==> config.mk <==
export PLATFORM = sky130hd
export DESIGN_NAME = neopixel_chain_driver_flat
export DESIGN_NICKNAME = d
export VERILOG_FILES = /design/src/rtl/neopixel_chain_driver_if.sv /design/src/rtl/neopixel_chain_driver.sv /design/src/flat_wrapper.sv
export SDC_FILE = /design/constraint.sdc
export NUM_CORES = 1
export LEC_CHECK = 0
export ABC_CLOCK_PERIOD_IN_PS = 6590
export BUFFER_PORTS_ARGS = -buffer_cell sky130_fd_sc_hd__buf_2
export CAP_MARGIN = 20
export CORE_MARGIN = 2
export CORE_UTILIZATION = 55
export CTS_CLUSTER_DIAMETER = 50
export CTS_CLUSTER_SIZE = 10
export DETAILED_ROUTE_END_ITERATION = 10
export PLACE_DENSITY = 0.89
export REMOVE_ABC_BUFFERS = 1
export SYNTH_ARGS = -nofsm -noshare
export SYNTH_HDL_FRONTEND = slang
export SYNTH_SLANG_ARGS = --single-unit
==> constraint.sdc <==
create_clock -name clk -period 6.59 [get_ports clk]
set_input_delay 1.318 -clock clk [delete_from_list [all_inputs] [get_ports clk]]
set_output_delay 1.318 -clock clk [all_outputs]
set_load 0.05 [all_outputs]
==> src/rtl/neopixel_chain_driver_if.sv <==
// Handshake and data bundle between a framebuffer owner (master) and the
// neopixel chain driver (slave).
interface neopixel_chain_driver_if #(
  parameter int NUM_LEDS     = 8,
  parameter int BITS_PER_LED = 24
);
  logic [NUM_LEDS*BITS_PER_LED-1:0] framebuf;
  logic                             start;
  logic                             auto_refresh;
  logic                             busy;
  logic                             frame_done;
  logic                             data;

  modport master (
    output framebuf, start, auto_refresh,
    input  busy, frame_done, data
  );

  modport slave (
    input  framebuf, start, auto_refresh,
    output busy, frame_done, data
  );
endinterface

==> src/rtl/neopixel_chain_driver.sv <==
// Serialises a snapshotted NUM_LEDS-pixel framebuffer onto one neopixel line,
// with cycle-count bit timing, a latch gap and optional auto-refresh.
module neopixel_chain_driver #(
  parameter int NUM_LEDS     = 8,
  parameter int BITS_PER_LED = 24,
  parameter int T_BIT        = 25,
  parameter int T0H          = 8,
  parameter int T1H          = 16,
  parameter int T_RESET      = 1600
) (
  input logic                   clk,
  input logic                   nrst,
  neopixel_chain_driver_if.slave bus
);
  localparam int FB_W  = NUM_LEDS * BITS_PER_LED;
  localparam int LED_W = (NUM_LEDS > 1) ? $clog2(NUM_LEDS) : 1;
  localparam int BIT_W = $clog2(BITS_PER_LED);
  localparam int PH_W  = $clog2(T_BIT);
  localparam int LAT_W = (T_RESET > 1) ? $clog2(T_RESET) : 1;

  localparam logic [LED_W-1:0] LED_LAST = LED_W'(NUM_LEDS - 1);
  localparam logic [BIT_W-1:0] BIT_TOP  = BIT_W'(BITS_PER_LED - 1);
  localparam logic [PH_W-1:0]  PH_LAST  = PH_W'(T_BIT - 1);
  localparam logic [PH_W-1:0]  T0H_C    = PH_W'(T0H);
  localparam logic [PH_W-1:0]  T1H_C    = PH_W'(T1H);
  localparam logic [LAT_W-1:0] LAT_LAST = LAT_W'(T_RESET - 1);

  typedef enum logic [1:0] {
    IDLE  = 2'd0,
    BITS  = 2'd1,
    LATCH = 2'd2
  } state_t;

  state_t            state, state_nx;
  logic [LED_W-1:0]  led_cnt, led_nx;
  logic [BIT_W-1:0]  bit_cnt, bit_nx;
  logic [PH_W-1:0]   phase, phase_nx;
  logic [LAT_W-1:0]  lat_cnt, lat_nx;
  logic [FB_W-1:0]   snap;
  logic              load, shift, trigger, cur_bit;
  logic              data_nx, busy_nx, done_nx;

  // Next-state, counter and output decode; outputs are registered one cycle later.
  always_comb begin
    state_nx = state;
    led_nx   = led_cnt;
    bit_nx   = bit_cnt;
    phase_nx = phase;
    lat_nx   = lat_cnt;
    load     = 1'b0;
    shift    = 1'b0;
    trigger  = bus.start | bus.auto_refresh;
    // The snapshot shifts down one LED at a time, so the current LED is always at the bottom.
    cur_bit  = snap[bit_cnt];

    case (state)
      IDLE: begin
        if (trigger) begin
          load     = 1'b1;
          state_nx = BITS;
          phase_nx = {PH_W{1'b0}};
          bit_nx   = BIT_TOP;
          led_nx   = {LED_W{1'b0}};
        end else begin
          state_nx = IDLE;
        end
      end
      BITS: begin
        if (phase == PH_LAST) begin
          phase_nx = {PH_W{1'b0}};
          if (bit_cnt == {BIT_W{1'b0}}) begin
            if (led_cnt == LED_LAST) begin
              state_nx = LATCH;
              lat_nx   = {LAT_W{1'b0}};
            end else begin
              shift  = 1'b1;
              led_nx = led_cnt + LED_W'(1);
              bit_nx = BIT_TOP;
            end
          end else begin
            bit_nx = bit_cnt - BIT_W'(1);
          end
        end else begin
          phase_nx = phase + PH_W'(1);
        end
      end
      LATCH: begin
        if (lat_cnt == LAT_LAST) begin
          if (trigger) begin
            load     = 1'b1;
            state_nx = BITS;
            phase_nx = {PH_W{1'b0}};
            bit_nx   = BIT_TOP;
            led_nx   = {LED_W{1'b0}};
          end else begin
            state_nx = IDLE;
          end
        end else begin
          lat_nx = lat_cnt + LAT_W'(1);
        end
      end
      default: begin
        state_nx = IDLE;
      end
    endcase

    if (state == BITS) begin
      data_nx = (phase < (cur_bit ? T1H_C : T0H_C));
    end else begin
      data_nx = 1'b0;
    end
    busy_nx = (state != IDLE);
    done_nx = (state == LATCH) && (lat_cnt == LAT_LAST);
  end

  // State, counters and registered outputs.
  always_ff @(posedge clk or negedge nrst) begin
    if (!nrst) begin
      state          <= IDLE;
      led_cnt        <= {LED_W{1'b0}};
      bit_cnt        <= {BIT_W{1'b0}};
      phase          <= {PH_W{1'b0}};
      lat_cnt        <= {LAT_W{1'b0}};
      bus.data       <= 1'b0;
      bus.busy       <= 1'b0;
      bus.frame_done <= 1'b0;
    end else begin
      state          <= state_nx;
      led_cnt        <= led_nx;
      bit_cnt        <= bit_nx;
      phase          <= phase_nx;
      lat_cnt        <= lat_nx;
      bus.data       <= data_nx;
      bus.busy       <= busy_nx;
      bus.frame_done <= done_nx;
    end
  end

  // Framebuffer snapshot, frozen for the frame in flight.
  always_ff @(posedge clk or negedge nrst) begin
    if (!nrst) begin
      snap <= {FB_W{1'b0}};
    end else if (load) begin
      snap <= bus.framebuf;
    end else if (shift) begin
      snap <= snap >> BITS_PER_LED;
    end else begin
      snap <= snap;
    end
  end
endmodule
==> src/flat_wrapper.sv <==
// flat-port wrapper written by rule: the top's interface ports become plain ports
module neopixel_chain_driver_flat 
#(
  parameter int NUM_LEDS     = 8,
  parameter int BITS_PER_LED = 24,
  parameter int T_BIT        = 25,
  parameter int T0H          = 8,
  parameter int T1H          = 16,
  parameter int T_RESET      = 1600
)
  (clk, nrst, bus_framebuf, bus_start, bus_auto_refresh, bus_busy, bus_frame_done, bus_data);
  neopixel_chain_driver_if #(.NUM_LEDS(NUM_LEDS), .BITS_PER_LED(BITS_PER_LED)) bus_i ();
  input logic clk;
  input logic nrst;
  input wire logic [$bits(bus_i.framebuf)-1:0] bus_framebuf;
  input wire logic [$bits(bus_i.start)-1:0] bus_start;
  input wire logic [$bits(bus_i.auto_refresh)-1:0] bus_auto_refresh;
  output wire logic [$bits(bus_i.busy)-1:0] bus_busy;
  output wire logic [$bits(bus_i.frame_done)-1:0] bus_frame_done;
  output wire logic [$bits(bus_i.data)-1:0] bus_data;
  assign bus_i.framebuf = bus_framebuf;
  assign bus_i.start = bus_start;
  assign bus_i.auto_refresh = bus_auto_refresh;
  assign bus_busy = bus_i.busy;
  assign bus_frame_done = bus_i.frame_done;
  assign bus_data = bus_i.data;
  neopixel_chain_driver #(.NUM_LEDS(NUM_LEDS), .BITS_PER_LED(BITS_PER_LED), .T_BIT(T_BIT), .T0H(T0H), .T1H(T1H), .T_RESET(T_RESET)) u_core (.clk(clk), .nrst(nrst), .bus(bus_i));
endmodule
==> out/results.ini <==
[floorplan]
die_area_um2=21300
row_count=51
start_util=0.564
core_um2=19700
die-height_um=146
die-width_um=146
pin_count=199

[setup_path]
end_kind=flip-flop
crit_path_start_kind=flip-flop
worstSetupStartpoint=u_core.bit_cnt[1]
cp_data_required_time_ns=6.95
cp_max_fo=81
crit_arrival_ns=4.18
slowest_stage=buf_4
max_stage_delay_ns=0.92
crit_type=flip-flop to flip-flop
cp_cell_sequence=inv_1, ha_1, or4b_4, nor3_4, nand2_8, buf_16, buf_4, mux2i_1, a21oi_1
rr_startpoint=u_core.bit_cnt[1]

[logic_synthesis]
synthDistinctLibCells=54
syn_avg_cell_area_um2=10.2
yosys.area.top_type_share=0.498
synth_seq_cells=221
yosysWarningCount=0
syn_inst=1086
syn_area_um2=11100
synth_ff_type=dfrtp_1
synthArstFlopShare=1.00
synth-edff-count=0
yosys-top-cells-area=dfrtp_1 50%, mux2i_1 16%, a21oi_1 8.1%
synth-seq-area-share=0.498
yosys.area.top_type=dfrtp_1

[global_routing]
grt_use_total=0.239
overflow=0
grt_use_met2=0.399
top_usage_layer=met2
antenna_found_initial=5
grt_max_degree=140
grt_use_met3=0.0494
use_met1=0.320
grt_pass1_wl_um=42700
grt_pass1_vias=8561

[clocking]
cts_tree=built
cts.path.max_buffers=3
htreeDepth=1
cts-root-buf=clkbuf_16
clkLatencyLatePin_ns=0.53
cts.clk_slew.worst_paths_ns=0.05
cts_hold_buf=0
cts_made_buffers=28
cts_setup_buffers=0
cts_resized=0
cts.sinks=221

[timing]
holdWs_ns=0.485
fin_setup_tns_ns=0
finalCritPeriodShare=0.579
setup_viol=0
hold_viol_final=0
period_minus_slack_ns=3.82
worstMarginPinSlew_ns=1.11
setup_ws_ns=2.77
finalMaxSlewViolations=0
skew_ns=0.00913
rsz0062_at_grt=false
slew_headroom=0.258
fmax_mhz=262

[place]
port_buffers=198
dp_hpwl_um=15600
place_congestion=0.806
post-place-ws_ns=2.66
place_area_um2=12000
dp_cells=1460

[routing]
dr.first_iter.drc_count=553
drc=0
drt-pass1-iter-count=5
totalWireLength_um=25500
routed_via_density=5.87
num_vias=8827
final_antenna_net_count=0
wl_per_cell_um=17.0

[layout]
final_cell_mix=221 x dfrtp_1, 197 x buf_2, 181 x mux2i_1, 179 x a21oi_1, 173 x nor3_1
syn_to_final_growth_pct=16.9
regArea_um2=5530
nFillCells=1592
final_common_cell=dfrtp_1
drive_gt1_frac=0.208
post-route-util=0.660
multi_input_area_um2=4950
fin_cells=1504
nets=1434
postLayoutCellArea_um2=13000

[hold_path]
hold_class=flip-flop to flip-flop
min-delay-start=u_core.lat_cnt[10]

[status]
outcome=complete, no violations

[power_and_ir_drop]
p_total_mw=5.29
p_leak_nw=6.66
vdd_drop_max_mv=0.265
powerDensity_nw_per_um2=408

[run]
drv_cap=0

## sequential cells by signal, summed over array words and instances, names as in the netlist
| signal | count |
|---|---|
| u_core.bus.frame_done | 1 |
| u_core.led_cnt | 3 |
| u_core.snap | 192 |
| u_core.phase | 5 |
| u_core.bus.data | 1 |
| u_core.lat_cnt | 11 |
| u_core.bus.busy | 1 |
| u_core.bit_cnt | 5 |
| u_core.state | 2 |
## kinds of logic (layout without fill, tap and decap cells)
| group | count (synthesis) | after routing | synth area share |
|---|---|---|---|
| flip-flops | 221 | 221 | 0.498 |
| buffers and inverters | 134 | 284 | 0.0585 |
| other | 0 | 3 | 0 |
| AND/OR/NAND/NOR | 251 | 251 | 0.119 |
| AO/OA/AOI/OAI | 286 | 286 | 0.144 |
| multiplexers | 183 | 183 | 0.167 |
| adder cells (fa/ha/maj) | 11 | 11 | 0.0124 |
## critical path, delay by kind of cell, from the launching register on
family,cells,cell delay [ns]
AO/OA/AOI/OAI,1,0.11
adder cells (fa/ha/maj),1,0.26
buffers and inverters,3,1.45
flip-flops,1,0.73
multiplexers,1,0.31
AND/OR/NAND/NOR,3,0.64
## cells in the mapped netlist, drive strengths merged, types with 2 or more instances
| cell | count |
|---|---|
| o21ai | 42 |
| or4 | 2 |
| nand4b | 3 |
| nand3 | 13 |
| dfrtp | 221 |
| o32ai | 2 |
| a22o | 3 |
| a41oi | 2 |
| nand4 | 3 |
| o22ai | 7 |
| nand3b | 3 |
| o211ai | 26 |
| ha | 11 |
| mux2i | 181 |
| a22oi | 2 |
| buf | 28 |
| o41ai | 2 |
| mux4 | 2 |
| o31ai | 4 |
| a21oi | 180 |
| clkbuf | 70 |
| inv | 35 |
| nand2b | 3 |
| nor4 | 6 |
| nor3 | 174 |
| nand2 | 22 |
| a31oi | 6 |
| nor2 | 14 |
| a32oi | 2 |
## area by class of cell
cell class              count  share of cell area
inverters                  36              0.0104
well taps                 265              0.0256
multi-input cells         731               0.382
diodes                      3            0.000579
flip-flops and latches    221               0.426
clock inverters             6              0.0102
repair buffers            209              0.0876
clock buffers              33              0.0579
## power breakdown
part / total [mW] / internal, mW / switching, mW / leakage [nW]
registers: 2.34 / 1.97 / 0.370 / 2.53
clock network: 1.49 / 0.948 / 0.547 / 0.429
logic: 1.46 / 0.609 / 0.849 / 3.70
## routing by layer
layer  up-vias  part of all wire
li1       4278                 -
met1      4233              0.42
met2       262              0.49
met3        52             0.065
met4         2             0.024
met5         -           0.00043
## final timing paths
| check | to | slack, ns | cells past startpoint |
|---|---|---|---|
| worst max register to register | u_core.snap[97] | 2.77 | 9 |
| worst min register to register | u_core.lat_cnt[10] | 0.49 | 1 |
| min in group asynchronous | u_core.snap[58] | 0.74 | 1 |
| worst min-delay path | u_core.lat_cnt[10] | 0.49 | 1 |
| worst max-delay path | u_core.snap[97] | 2.77 | 9 |
| max in group asynchronous | u_core.snap[169] | 4.66 | 2 |
Power figures use the tool's default switching activity.
